<file path="src/rtl/ddr_frame_pkg.sv">
// ddr_frame_pkg
// Shared definitions for the DDR frame arbiter: scheduler state encoding,
// bank index width, default burst count per frame and the bank rotation helper.
package ddr_frame_pkg;

    typedef enum logic [1:0] {
        ST_IDLE = 2'd0,
        ST_CMD  = 2'd1,
        ST_WAIT = 2'd2
    } arb_state_t;

    localparam int BANK_W          = 2;
    localparam int DEF_FRAME_WORDS = 65280;
    localparam int DEF_BURST_LEN   = 64;
    localparam int FRAME_BURSTS    = DEF_FRAME_WORDS / DEF_BURST_LEN;

    // Banks are 0,1,2, so the one that is neither a nor b is 3-a-b.
    function automatic logic [BANK_W-1:0] third_bank(input logic [BANK_W-1:0] a,
                                                     input logic [BANK_W-1:0] b);
        return BANK_W'(3) - a - b;
    endfunction

endpackage

</file>
<file path="src/rtl/frame_bank_ctrl.sv">
// frame_bank_ctrl
// Triple-buffer bank rotation. Tracks the bank being written, the bank being
// read and the most recently completed (published) bank.
// Ports:
//   clk, rst_n   clock, asynchronous active-low reset
//   wr_done      write frame completed this cycle: publish wr_bank, rotate
//   rd_start     reader (re)starts this cycle: read the latest published bank
//   wr_bank      bank being written
//   rd_bank      bank being read
module frame_bank_ctrl
    import ddr_frame_pkg::*;
(
    input  logic              clk,
    input  logic              rst_n,
    input  logic              wr_done,
    input  logic              rd_start,
    output logic [BANK_W-1:0] wr_bank,
    output logic [BANK_W-1:0] rd_bank
);

    logic [BANK_W-1:0] latest;
    logic              latest_valid;

    always_ff @(posedge clk or negedge rst_n) begin
        if (!rst_n) begin
            wr_bank      <= '0;
            rd_bank      <= BANK_W'(2);
            latest       <= BANK_W'(2);
            latest_valid <= 1'b0;
        end else begin
            if (wr_done) begin
                latest       <= wr_bank;
                latest_valid <= 1'b1;
                if (rd_start) begin
                    // Reader jumps onto the frame just finished; the writer
                    // takes over the bank the reader leaves.
                    rd_bank <= wr_bank;
                    wr_bank <= rd_bank;
                end else begin
                    wr_bank <= third_bank(wr_bank, rd_bank);
                end
            end else if (rd_start && latest_valid) begin
                // Before the first publish rd_bank already equals latest.
                rd_bank <= latest;
            end
        end
    end

endmodule

</file>
<file path="src/rtl/ddr_frame_arbiter.sv">
// ddr_frame_arbiter
// Shares one DDR burst engine between the camera write FIFO (drain to DDR)
// and the LCD read FIFO (fill from DDR). One fixed-length burst outstanding
// at a time, round-robin when both sides are eligible.
// Ports:
//   clk, rst_n                     clock, asynchronous active-low reset
//   ddr_init_done                  no new command while low
//   wr_frame_start, rd_frame_start frame-begin pulses (arm / restart a side)
//   wr_fifo_level, rd_fifo_level   FIFO fill levels
//   cmd_valid/cmd_ready            command handshake
//   cmd_write, cmd_addr            direction (1 = FIFO to DDR) and word address
//   burst_done                     accepted burst fully transferred
//   wr_bank, rd_bank               current write / read banks
//   frame_write_done/read_done     one-cycle frame completion pulses
//   busy                           command outstanding
module ddr_frame_arbiter
    import ddr_frame_pkg::*;
#(
    parameter int          ADDR_W        = 24,
    parameter int          LVL_W         = 10,
    parameter int          BURST_LEN     = 64,
    parameter int          FRAME_WORDS   = 65280,
    parameter int unsigned BANK_STRIDE   = 32'h0002_0000,
    parameter int          RD_FIFO_DEPTH = 1024
) (
    input  logic              clk,
    input  logic              rst_n,
    input  logic              ddr_init_done,
    input  logic              wr_frame_start,
    input  logic              rd_frame_start,
    input  logic [LVL_W-1:0]  wr_fifo_level,
    input  logic [LVL_W-1:0]  rd_fifo_level,
    output logic              cmd_valid,
    input  logic              cmd_ready,
    output logic              cmd_write,
    output logic [ADDR_W-1:0] cmd_addr,
    input  logic              burst_done,
    output logic [BANK_W-1:0] wr_bank,
    output logic [BANK_W-1:0] rd_bank,
    output logic              frame_write_done,
    output logic              frame_read_done,
    output logic              busy
);

    localparam int               N_BURSTS = FRAME_WORDS / BURST_LEN;
    localparam int               CNT_W    = $clog2(N_BURSTS + 1);
    localparam logic [CNT_W-1:0] LAST_CNT = CNT_W'(N_BURSTS - 1);
    localparam logic [LVL_W-1:0] WR_MIN   = LVL_W'(BURST_LEN);
    localparam logic [LVL_W-1:0] RD_MAX   = LVL_W'(RD_FIFO_DEPTH - BURST_LEN);

    arb_state_t        state, state_next;
    logic              grant_write, last_write;
    logic              wr_armed, rd_armed, wr_pend, rd_pend;
    logic [CNT_W-1:0]  wr_cnt, rd_cnt;

    logic              w_elig, r_elig, pick_write, issue;
    logic              wr_bdone, rd_bdone, wr_in_flight, rd_in_flight;
    logic              wr_restart, rd_restart, wr_complete, rd_complete;
    logic [ADDR_W-1:0] next_addr;

    assign w_elig     = ddr_init_done & wr_armed & (wr_fifo_level >= WR_MIN);
    assign r_elig     = ddr_init_done & rd_armed & (rd_fifo_level <= RD_MAX);
    // last_write resets to 0 so the writer wins the first contested grant.
    assign pick_write = w_elig & (~r_elig | ~last_write);
    assign issue      = (state == ST_IDLE) & (w_elig | r_elig);

    assign wr_bdone   = (state == ST_WAIT) & burst_done &  grant_write;
    assign rd_bdone   = (state == ST_WAIT) & burst_done & ~grant_write;

    // A burst being granted this very cycle already used the old bank/count,
    // so a frame start arriving now must be deferred like any in-flight one.
    assign wr_in_flight = ((state != ST_IDLE) &  grant_write) | (issue &  pick_write);
    assign rd_in_flight = ((state != ST_IDLE) & ~grant_write) | (issue & ~pick_write);

    assign wr_restart = wr_bdone ? (wr_pend | wr_frame_start) : (wr_frame_start & ~wr_in_flight);
    assign rd_restart = rd_bdone ? (rd_pend | rd_frame_start) : (rd_frame_start & ~rd_in_flight);

    // Completion looks at the count before any restart clears it.
    assign wr_complete = wr_bdone & (wr_cnt == LAST_CNT);
    assign rd_complete = rd_bdone & (rd_cnt == LAST_CNT);

    assign next_addr = pick_write
        ? ADDR_W'(wr_bank) * ADDR_W'(BANK_STRIDE) + ADDR_W'(wr_cnt) * ADDR_W'(BURST_LEN)
        : ADDR_W'(rd_bank) * ADDR_W'(BANK_STRIDE) + ADDR_W'(rd_cnt) * ADDR_W'(BURST_LEN);

    assign busy = (state != ST_IDLE);

    always_ff @(posedge clk or negedge rst_n) begin
        if (!rst_n) state <= ST_IDLE;
        else        state <= state_next;
    end

    always_comb begin
        state_next = state;
        case (state)
            ST_IDLE: if (issue)      state_next = ST_CMD;
            ST_CMD:  if (cmd_ready)  state_next = ST_WAIT;
            ST_WAIT: if (burst_done) state_next = ST_IDLE;
            default:                 state_next = ST_IDLE;
        endcase
    end

    always_ff @(posedge clk or negedge rst_n) begin
        if (!rst_n) begin
            cmd_valid        <= 1'b0;
            cmd_write        <= 1'b0;
            cmd_addr         <= '0;
            grant_write      <= 1'b0;
            last_write       <= 1'b0;
            wr_armed         <= 1'b0;
            rd_armed         <= 1'b0;
            wr_pend          <= 1'b0;
            rd_pend          <= 1'b0;
            wr_cnt           <= '0;
            rd_cnt           <= '0;
            frame_write_done <= 1'b0;
            frame_read_done  <= 1'b0;
        end else begin
            frame_write_done <= wr_complete;
            frame_read_done  <= rd_complete;

            if (issue) begin
                cmd_valid   <= 1'b1;
                cmd_write   <= pick_write;
                cmd_addr    <= next_addr;
                grant_write <= pick_write;
                last_write  <= pick_write;
            end else if ((state == ST_CMD) && cmd_ready) begin
                cmd_valid <= 1'b0;
            end

            if (wr_restart) begin
                wr_armed <= 1'b1;
                wr_cnt   <= '0;
            end else begin
                if (wr_bdone)    wr_cnt   <= wr_cnt + 1'b1;
                if (wr_complete) wr_armed <= 1'b0;
            end
            if (wr_bdone)                            wr_pend <= 1'b0;
            else if (wr_frame_start && wr_in_flight) wr_pend <= 1'b1;

            if (rd_restart) begin
                rd_armed <= 1'b1;
                rd_cnt   <= '0;
            end else begin
                if (rd_bdone)    rd_cnt   <= rd_cnt + 1'b1;
                if (rd_complete) rd_armed <= 1'b0;
            end
            if (rd_bdone)                            rd_pend <= 1'b0;
            else if (rd_frame_start && rd_in_flight) rd_pend <= 1'b1;
        end
    end

    frame_bank_ctrl u_bank (
        .clk      (clk),
        .rst_n    (rst_n),
        .wr_done  (wr_complete),
        .rd_start (rd_restart),
        .wr_bank  (wr_bank),
        .rd_bank  (rd_bank)
    );

endmodule

</file>
<file path="config.mk">
export PLATFORM = sky130hd
export DESIGN_NAME = ddr_frame_arbiter
export DESIGN_NICKNAME = d
export VERILOG_FILES = /design/src/rtl/ddr_frame_pkg.sv /design/src/rtl/frame_bank_ctrl.sv /design/src/rtl/ddr_frame_arbiter.sv
export SDC_FILE = /design/constraint.sdc
export NUM_CORES = 1
export LEC_CHECK = 0
export BUFFER_PORTS_ARGS = -buffer_cell sky130_fd_sc_hd__buf_2
export CORE_MARGIN = 5
export CORE_UTILIZATION = 49
export DETAILED_ROUTE_END_ITERATION = 10
export HOLD_SLACK_MARGIN = 0.06
export PLACE_DENSITY = 0.76
export SLEW_MARGIN = 20
export SYNTH_ARGS = -nofsm -noshare
export SYNTH_HDL_FRONTEND = slang
export SYNTH_SLANG_ARGS = --single-unit
</file>
<file path="constraint.sdc">
create_clock -name clk -period 2.2 [get_ports clk]
set_clock_uncertainty 0.1 [all_clocks]
set_input_delay 0.22 -clock clk [delete_from_list [all_inputs] [get_ports clk]]
set_output_delay 0.22 -clock clk [all_outputs]
set_load 0.05 [all_outputs]
</file>
==> flow_summary.ini, run 1 <==
[status]
outcome = complete, no violations

[sta]
fin_setup_tns_ns = 0
final_max_slew_viol_count = 0
hold_viol_final = 0
setup_viol = 0
finalCritPeriodShare = 0.967
relSlewSlack = 0.584
period_minus_slack_ns = 2.13
max_freq_ghz = 0.470
worstMarginPinSlew_ns = 0.618
rsz0062_at_grt = no

[synthesis]
synthXorXnorAreaFrac = 0.0263
synthMuxAreaShare = 0.00940
ys_warn_count = 0
synth-seq-cells = 49
syn_avg_cell_area_um2 = 10.1
synth_compound_gate_area_share = 0.191
async_flop_share = 1.00
ys_types = 58
yosysSeqAreaShare = 0.461
synth_top_family_by_area = simple AND/OR/NAND/NOR gates
synth_ff_type = dfrtp_1
synth-edff-count = 0
synth_fa_ha_area_frac = 0.0141
yosys.area_share.simple = 0.211
syn_area_mm2 = 0.00266
synth_cells = 263

[power_and_ir_drop]
sw_frac_of_total = 0.411
power.density_mw_per_mm2 = 929
leakagePower_uw = 0.00158
seqPwrFrac = 0.374
clockPowerShare = 0.204
power.internal_uw = 1700
switchingPower_uw = 1190
ir_drop_mv = 0.488
power_uw = 2890
pwr-share-comb = 0.422

[worst_setup_path]
end_kind = flop
timing_worst_setup_path_type = flop to flop
worst-r2r-setup-slack_ns = 0.07
crit_fanout = 17
cp.required_ns = 2.29
arrival_ns = 2.22
cp-start-kind = flop

[clocking]
path_clk_slew_ns = 0.09
clkLatencyLatePin_ns = 0.31
cts.sink_count = 49
clockRootBuffer = clkbuf_8
cts_tree = yes
cts_resized = 0
numCtsBuffers = 5
htree_levels = 2
clockBufferDepth = 2

[global_routing]
grt_max_degree = 50
grt_first_pass_wirelength_um = 10300
grt_usage = 0.179
antenna_found_initial = 0
grt_pass1_vias = 2191
overflow = 0

[cells_and_area]
syn_to_final_growth_pct = 17.1
fill_cells = 435
antennaDiodeCount = 0
drive_above_1_share = 0.266
final_core_util = 0.599
nets = 349

[die]
dieArea_mm2 = 0.00701
die_w_um = 83.7
start_util = 0.512
fp.coreArea_mm2 = 0.00520
die_h_um = 83.7
rows = 26
boundaryPins = 60

[route]
wire_per_inst_um = 15.7
first_iter_violations = 212
viasPerCell = 5.68
dr_total_vias = 2217
remaining_drc_errors = 0
firstDrtPassIters = 6
postRouteAntennaNets = 0
drt-total-wl_um = 6110

[placement]
routabilityCongestion = 0.849
dp_hpwl_um = 4440
portBuffers = 41

[worst_hold_path]
worstHoldPathType = input port to flop

[job]
cap_violations = 0
[state kept, by name, indices dropped and copies added (netlist names)]
signal and count:
u_bank.rd_bank 2, wr_cnt 10, frame_write_done 1, rd_armed 1, cmd_valid 1, wr_pend 1
rd_pend 1, wr_armed 1, frame_read_done 1, last_write 1, u_bank.latest_valid 1, u_bank.latest 2
cmd_addr 12, u_bank.wr_bank 2, state 2, rd_cnt 10
[power by group through the flow]
stage	clock (µW)	sequential (µW)	combinational (µW)
finish	591	1080	1220
global route	645	1100	1310
CTS	606	1080	1220
detailed placement	0	1100	1210
global placement	0	1090	1200
floorplan	0	1220	723
[per-stage QoR]
step                instance area [µm²]  worst slack (ns)  hold WS [ns]  cells
floorplan                          2710            0.0134        -0.176    274
global route                       3120           0.00924         0.155    390
CTS                                3120            0.0771         0.111    390
global placement                   2990             0.104         0.121    380
detailed placement                 2990            0.0815         0.125    380
finish                             3120            0.0736         0.120    390
[cell usage in the layout, fill, tap and decap left out, types with 8 or more instances in the layout]
| master | netlist | layout |
|---|---|---|
| dfrtp_1 | 47 | 46 |
| buf_2 | 3 | 41 |
| nand2_1 | 25 | 25 |
| inv_1 | 19 | 19 |
| nor2_1 | 17 | 17 |
| buf_4 | 13 | 17 |
| a222oi_1 | 12 | 12 |
| conb_1 | 1 | 12 |
| o21ai_0 | 9 | 9 |
| nand3_1 | 8 | 8 |
[worst paths after layout]
kind                                               from                       endpoint  cells after the start
hold reg to reg            u_bank.latest[1]$_DFFE_PN1P_   u_bank.latest[1]$_DFFE_PN1P_                      2
hold / removal                           rd_frame_start            rd_pend$_DFFE_PN0P_                      3
setup / recovery                   state[1]$_DFFE_PN0P_  u_bank.wr_bank[1]$_DFFE_PN0P_                      6
max in group asynchronous                         rst_n   u_bank.latest[1]$_DFFE_PN1P_                      3
min in group asynchronous                         rst_n           state[1]$_DFFE_PN0P_                      3
setup reg to reg                   state[1]$_DFFE_PN0P_  u_bank.wr_bank[1]$_DFFE_PN0P_                      6
[layout make-up]
type | count | area, µm² | share of cell area
Clock buffer | 7 | 96.3 | 0.0309
Clock inverter | 1 | 8.76 | 0.00281
Inverter | 19 | 71.3 | 0.0229
Multi-Input combinational cell | 183 | 1250 | 0.401
Sequential cell | 49 | 1230 | 0.395
Tap cell | 70 | 87.6 | 0.0281
Timing Repair Buffer | 61 | 373 | 0.120
[critical path: stages, from the launching register on]
cell and delay, ns:
dfrtp_1 0.39, or3b_1 0.39, or3_4 0.35, o211ai_4 0.11, buf_4 0.27, nor2_1 0.07, or3_1 0.33
[synthesized netlist by cell type (2+ instances only)]
library cell	n	share of area
o2bb2ai_1	4	0.013
nand2_1	25	0.035
and3_1	7	0.016
nand2b_1	5	0.012
a222oi_1	12	0.045
xnor2_1	5	0.016
a21o_1	2	0.0056
dfrtp_1	47	0.44
a21oi_1	4	0.0075
nor3_1	4	0.0075
buf_4	13	0.037
o21ai_0	9	0.017
inv_1	19	0.027
nand4_1	6	0.014
buf_2	3	0.0056
or2_2	2	0.0047
buf_6	2	0.0085
nor4_1	4	0.0094
clkbuf_1	5	0.0070
nand3b_1	3	0.0085
nand3_1	8	0.015
xor2_1	3	0.0099
o22ai_1	3	0.0070
nor4bb_1	2	0.0075
o31ai_1	5	0.014
a32oi_1	5	0.016
o32ai_1	2	0.0066
dfstp_2	2	0.020
nor2_1	17	0.024
o21ai_1	2	0.0038
or3_1	4	0.0094
ha_1	3	0.014
[logic make-up (layout without fill, tap and decap cells)]
| kind of cell | after synthesis | after routing |
|---|---|---|
| simple gates | 99 | 99 |
| fa+ha+maj | 3 | 3 |
| compound gates | 59 | 59 |
| mux | 2 | 2 |
| buf+inv | 42 | 88 |
| other cells | 1 | 12 |
| xor+xnor | 8 | 8 |
| flops | 49 | 49 |
[routing by layer]
layer / vias to the layer above / track usage / part of all wire
li1: 1063 / - / -
met1: 1056 / 0.231 / 0.42
met2: 85 / 0.293 / 0.49
met3: 13 / 0.0336 / 0.063
met4: 0 / 0.0775 / 0.026
met5: - / 0 / 0
[what timing repair did]
| action | in CTS | in global routing |
|---|---|---|
| buffers inserted | 0 | 0 |
| hold buffers | 2 | 0 |
| endpoints found under the hold margin | 50 | 0 |
Power figures use the tool's default switching activity.
==> run 2, diff against run 1 <==
CORE_ASPECT_RATIO = 0.9   (was not set)
==> run 2 against run 1 <==
- fmax increased by 1.2%
- register-to-register slack improved by 0.02 ns
- die area about the same
- clock power decreased by 12%
- combinational power about the same
- via count about the same
- core utilization decreased by 1.1 points
- global-route usage increased by 0.99 points
- highest routed layer unchanged
==> flow_summary.ini, run 2 (synthesized netlist as in run 1, its figures left out) <==
[worst_hold_path]
hold_depth = 2
min-delay-start = burst_done
holdPathEnd = state[1]$_DFFE_PN0P_
worstHoldPathType = input port to flop

[die]
fp.coreArea_mm2 = 0.00526
die_h_um = 79.9
boundaryPins = 60
rows = 25
start_util = 0.507
dieArea_mm2 = 0.00701
die_w_um = 87.7

[worst_setup_path]
worst-r2r-setup-slack_ns = 0.1
r2r-end = u_bank.wr_bank[1]$_DFFE_PN0P_
cp.required_ns = 2.29
crit_fanout = 2
end_kind = flop
ff2ff_path_depth = 5
arrival_ns = 2.20
cp-start-kind = flop
timing_worst_setup_path_type = flop to flop
r2r-start = state[1]$_DFFE_PN0P_

[sta]
worstMarginPinSlew_ns = 0.609
fin_setup_tns_ns = 0
finalCritPeriodShare = 0.955
max_freq_ghz = 0.476
period_minus_slack_ns = 2.10
rsz0062_at_grt = no
final_max_slew_viol_count = 0
hold_viol_final = 0
layout_setup_ws_ns = 0.0985
setup_viol = 0
relSlewSlack = 0.594

[power_and_ir_drop]
ir_drop_mv = 0.455
leakagePower_uw = 0.00156
power.density_mw_per_mm2 = 915

[cells_and_area]
syn_to_final_growth_pct = 15.9
regMostFlops = cmd_addr
antennaDiodeCount = 0
fill_cells = 452
final_common_cell = dfrtp_1
final_core_util = 0.587
mostFrequentLayoutCells = 46 x dfrtp_1, 41 x buf_2, 25 x nand2_1
reg.largest.list = cmd_addr: 12 flops, rd_cnt: 10 flops, wr_cnt: 10 flops
drive_above_1_share = 0.262
largest_reg_flops = 12
fin_cells = 388
nets = 350

[route]
wire_per_inst_um = 15.7
firstDrtPassIters = 4
first_iter_violations = 172
postRouteAntennaNets = 0
viasPerCell = 5.71
met1_length_um = 2690
top_layer = met4
remaining_drc_errors = 0
drt-total-wl_um = 6080
dr_wl_met3_um = 405
dr_total_vias = 2215
wl_met2_um = 2920

[placement]
dp_hpwl_um = 4460
portBuffers = 41
placed_cells = 378
routabilityCongestion = 0.838
dpl_worst_slack_ns = 0.103

[global_routing]
grt_usage = 0.189
grt_pass1_vias = 2159
grt_first_pass_wirelength_um = 10500
grt_max_degree = 50
antenna_found_initial = 0
overflow = 0

[clocking]
clockRootBuffer = clkbuf_8
cts_resized = 0
clockBufferDepth = 2
numCtsBuffers = 5
cts_tree = yes
cts_hold_buf = 2
cts_setup_buffers = 0
htree_levels = 2
clkLatencyLatePin_ns = 0.31
cts.sink_count = 49
path_clk_slew_ns = 0.09

[job]
cap_violations = 0

[status]
outcome = complete, no violations
[run 2: final cells by class]
class                      instances  area (µm²)  area share
multi-input combinational        183        1250       0.405
sequential                        49        1230       0.398
timing repair buffer              62         368       0.119
tap                               67        83.8      0.0272
clock buffer                       7        76.3      0.0247
inverter                          19        71.3      0.0231
clock inverter                     1        7.51     0.00243
[run 2: how the worst max path moves through the flow]
stage                                      start                       endpoint  slack [ns]  cells after the start
after global placement      state[1]$_DFFE_PN0P_  u_bank.wr_bank[1]$_DFFE_PN0P_        0.09                      6
after CTS                   state[1]$_DFFE_PN0P_  u_bank.wr_bank[1]$_DFFE_PN0P_        0.09                      5
after detailed placement    state[1]$_DFFE_PN0P_  u_bank.wr_bank[1]$_DFFE_PN0P_        0.10                      5
final                       state[1]$_DFFE_PN0P_  u_bank.wr_bank[1]$_DFFE_PN0P_         0.1                      5
after floorplan           last_write$_DFFE_PN0P_  u_bank.wr_bank[1]$_DFFE_PN0P_        0.01                      5
after global routing        state[1]$_DFFE_PN0P_          wr_cnt[4]$_DFFE_PN0P_        0.02                      7
[run 2: power by group]
group / internal [µW] / leakage, µW / switching [µW]
registers: 994 / 0.000643 / 89.4
clock network: 225 / 0.0000385 / 297
logic: 421 / 0.000879 / 797
total: 1640 / 0.00156 / 1180
[run 2: critical path: stages, from the launching register on]
cell      delay, ns
dfrtp_1        0.38
or3b_1         0.39
or3_4          0.35
o211ai_4       0.11
mux2_4         0.31
or3_1          0.36
[run 2: per-stage QoR]
| stage | cell area, µm² | hold slack, ns | power (µW) |
|---|---|---|---|
| 2_1_floorplan | 2710 | -0.176 | 1940 |
| 3_3_place_gp | 2980 | 0.255 | 2290 |
| 3_5_place_dp | 2980 | 0.260 | 2310 |
| 4_1_cts | 3090 | 0.0968 | 2830 |
| 5_1_grt | 3090 | 0.116 | 2990 |
| 6_report | 3090 | 0.102 | 2820 |
[run 2: metal layers]
metal,GRT usage,up-vias
met1,0.257,1083
met4,0.0583,0
li1,-,1061
met3,0.0423,9
met2,0.299,62
met5,0,-
==> run 3, diff against run 2 <==
PLACE_DENSITY = 0.87   (was 0.76)
TNS_END_PERCENT = 1   (was not set)
==> run 3 against run 2 <==
- first-iteration DRC count up 120%
- non-clock buffer count increased by 2
- core utilization up 0.43 points
- critical path type unchanged
- fmax fell by 1.9%
- sequential power is essentially flat
- via count is 3.9% higher
- combinational power hardly changed
- global-route usage increased by 1.1 points
- hold slack improved by 0.029 ns
- largest power group unchanged
==> flow_summary.ini, run 3 (synthesized netlist as in run 1, its figures left out) <==
[status]
outcome = complete, no violations

[cells_and_area]
fill_cells = 440
final_common_cell = dfrtp_1
regMostFlops = cmd_addr
largest_reg_flops = 12
final_core_util = 0.592
mostFrequentLayoutCells = 46 x dfrtp_1, 41 x buf_2, 25 x nand2_1
syn_to_final_growth_pct = 16.8
seqCellArea_mm2 = 0.00123
antennaDiodeCount = 0
nets = 352
multiInputGateArea_mm2 = 0.00126
drive_above_1_share = 0.266
fin_cells = 390
reg.largest.list = cmd_addr: 12 flops, rd_cnt: 10 flops, wr_cnt: 10 flops

[route]
viasPerCell = 5.90
wire_per_inst_um = 16.7
drt-total-wl_um = 6500
dr_total_vias = 2302
postRouteAntennaNets = 0
remaining_drc_errors = 0
first_iter_violations = 382
firstDrtPassIters = 6

[job]
cap_violations = 0

[clocking]
path_clk_slew_ns = 0.09
clockRootBuffer = clkbuf_8
cts_tree = yes
clkLatencyLatePin_ns = 0.30
clockBufferDepth = 2
cts_setup_buffers = 0
numCtsBuffers = 5
cts.sink_count = 49
htree_levels = 2

[global_routing]
grt_first_pass_wirelength_um = 11000
overflow = 0
grt_max_degree = 21
antenna_found_initial = 0
grt_usage = 0.200
grt_pass1_vias = 2233

[worst_setup_path]
end_kind = flop
cp.required_ns = 2.29
slowest_stage = dfrtp_1
r2r-start = state[1]$_DFFE_PN0P_
r2r-end = u_bank.wr_bank[1]$_DFFE_PN0P_
path_cells = or3b_1 > or3_4 > o211ai_4 > buf_4 > nor2_1 > or3_1
timing_worst_setup_path_type = flop to flop
arrival_ns = 2.23
crit_family = simple AND/OR/NAND/NOR gates
startpoint = state[1]$_DFFE_PN0P_
worst-r2r-setup-slack_ns = 0.06
slowest_delay_ns = 0.39
cp.buffers_inverters = 1
cp-start-kind = flop
ff2ff_path_depth = 6
crit_fanout = 17

[sta]
worstMarginPinSlew_ns = 0.595
final_max_slew_viol_count = 0
setup_viol = 0
fin_hold_ws_ns = 0.131
rsz0062_at_grt = no
period_minus_slack_ns = 2.14
fin_setup_tns_ns = 0
hold_viol_final = 0
relSlewSlack = 0.599
max_freq_ghz = 0.467
finalCritPeriodShare = 0.973

[die]
die_h_um = 79.9
die_w_um = 87.7
start_util = 0.507
boundaryPins = 60
dieArea_mm2 = 0.00701
fp.coreArea_mm2 = 0.00526
rows = 25

[power_and_ir_drop]
leakagePower_uw = 0.00157
power.density_mw_per_mm2 = 917
power_uw = 2850
ir_drop_mv = 0.481

[placement]
dp_hpwl_um = 4680
routabilityCongestion = 0.888
placed_cells = 380
portBuffers = 41

[worst_hold_path]
holdPathEnd = state[1]$_DFFE_PN0P_
min-delay-start = burst_done
worstHoldPathType = input port to flop
hold_depth = 2
-- run 3: timing repair --
action / 4_1_cts / 5_1_grt
setup endpoints to repair: 0 / 1
gates resized for setup: 0 / 1
hold buffers: 2 / 0
hold endpoints to repair: 14 / 0
-- run 3: worst max path at each step --
stage	to	slack, ns	cells after the start
floorplan	u_bank.wr_bank[1]$_DFFE_PN0P_	0.01	5
global placement	u_bank.wr_bank[1]$_DFFE_PN0P_	0.11	6
detailed placement	u_bank.wr_bank[1]$_DFFE_PN0P_	0.08	6
CTS	u_bank.wr_bank[1]$_DFFE_PN0P_	0.07	6
global route	u_bank.wr_bank[1]$_DFFE_PN0P_	0.01	6
finish	u_bank.wr_bank[1]$_DFFE_PN0P_	0.06	6
-- run 3: layout make-up --
class                           instances  area share
Multi-Input combinational cell        183       0.404
Inverter                               19      0.0229
Clock inverter                          1     0.00241
Clock buffer                            7      0.0245
Timing Repair Buffer                   64       0.123
Tap cell                               67      0.0270
Sequential cell                        49       0.396
-- run 3: per-stage QoR --
stage	area, µm²	worst slack [ns]
global placement	3000	0.112
CTS	3100	0.0668
floorplan	2710	0.0134
finish	3110	0.0588
detailed placement	3000	0.0845
global route	3110	0.0112
-- run 3: worst reg2reg max path, cell delays in order, from the launching register on --
cell	delay [ns]
dfrtp_1	0.39
or3b_1	0.39
or3_4	0.35
o211ai_4	0.11
buf_4	0.27
nor2_1	0.08
or3_1	0.34
-- run 3: per-layer routing --
layer | global-route usage | wire length [µm] | vias up
met5 | 0 | 0 | -
met4 | 0.0644 | 91 | 0
met3 | 0.0330 | 456 | 11
met2 | 0.335 | 3270 | 97
met1 | 0.263 | 2680 | 1126
li1 | - | - | 1068
-- run 3: report_power, final --
| group | switching, µW | internal [µW] | leakage (µW) |
|---|---|---|---|
| Sequential | 93.7 | 994 | 0.000643 |
| Clock | 295 | 226 | 0.0000385 |
| Combinational | 819 | 424 | 0.000889 |
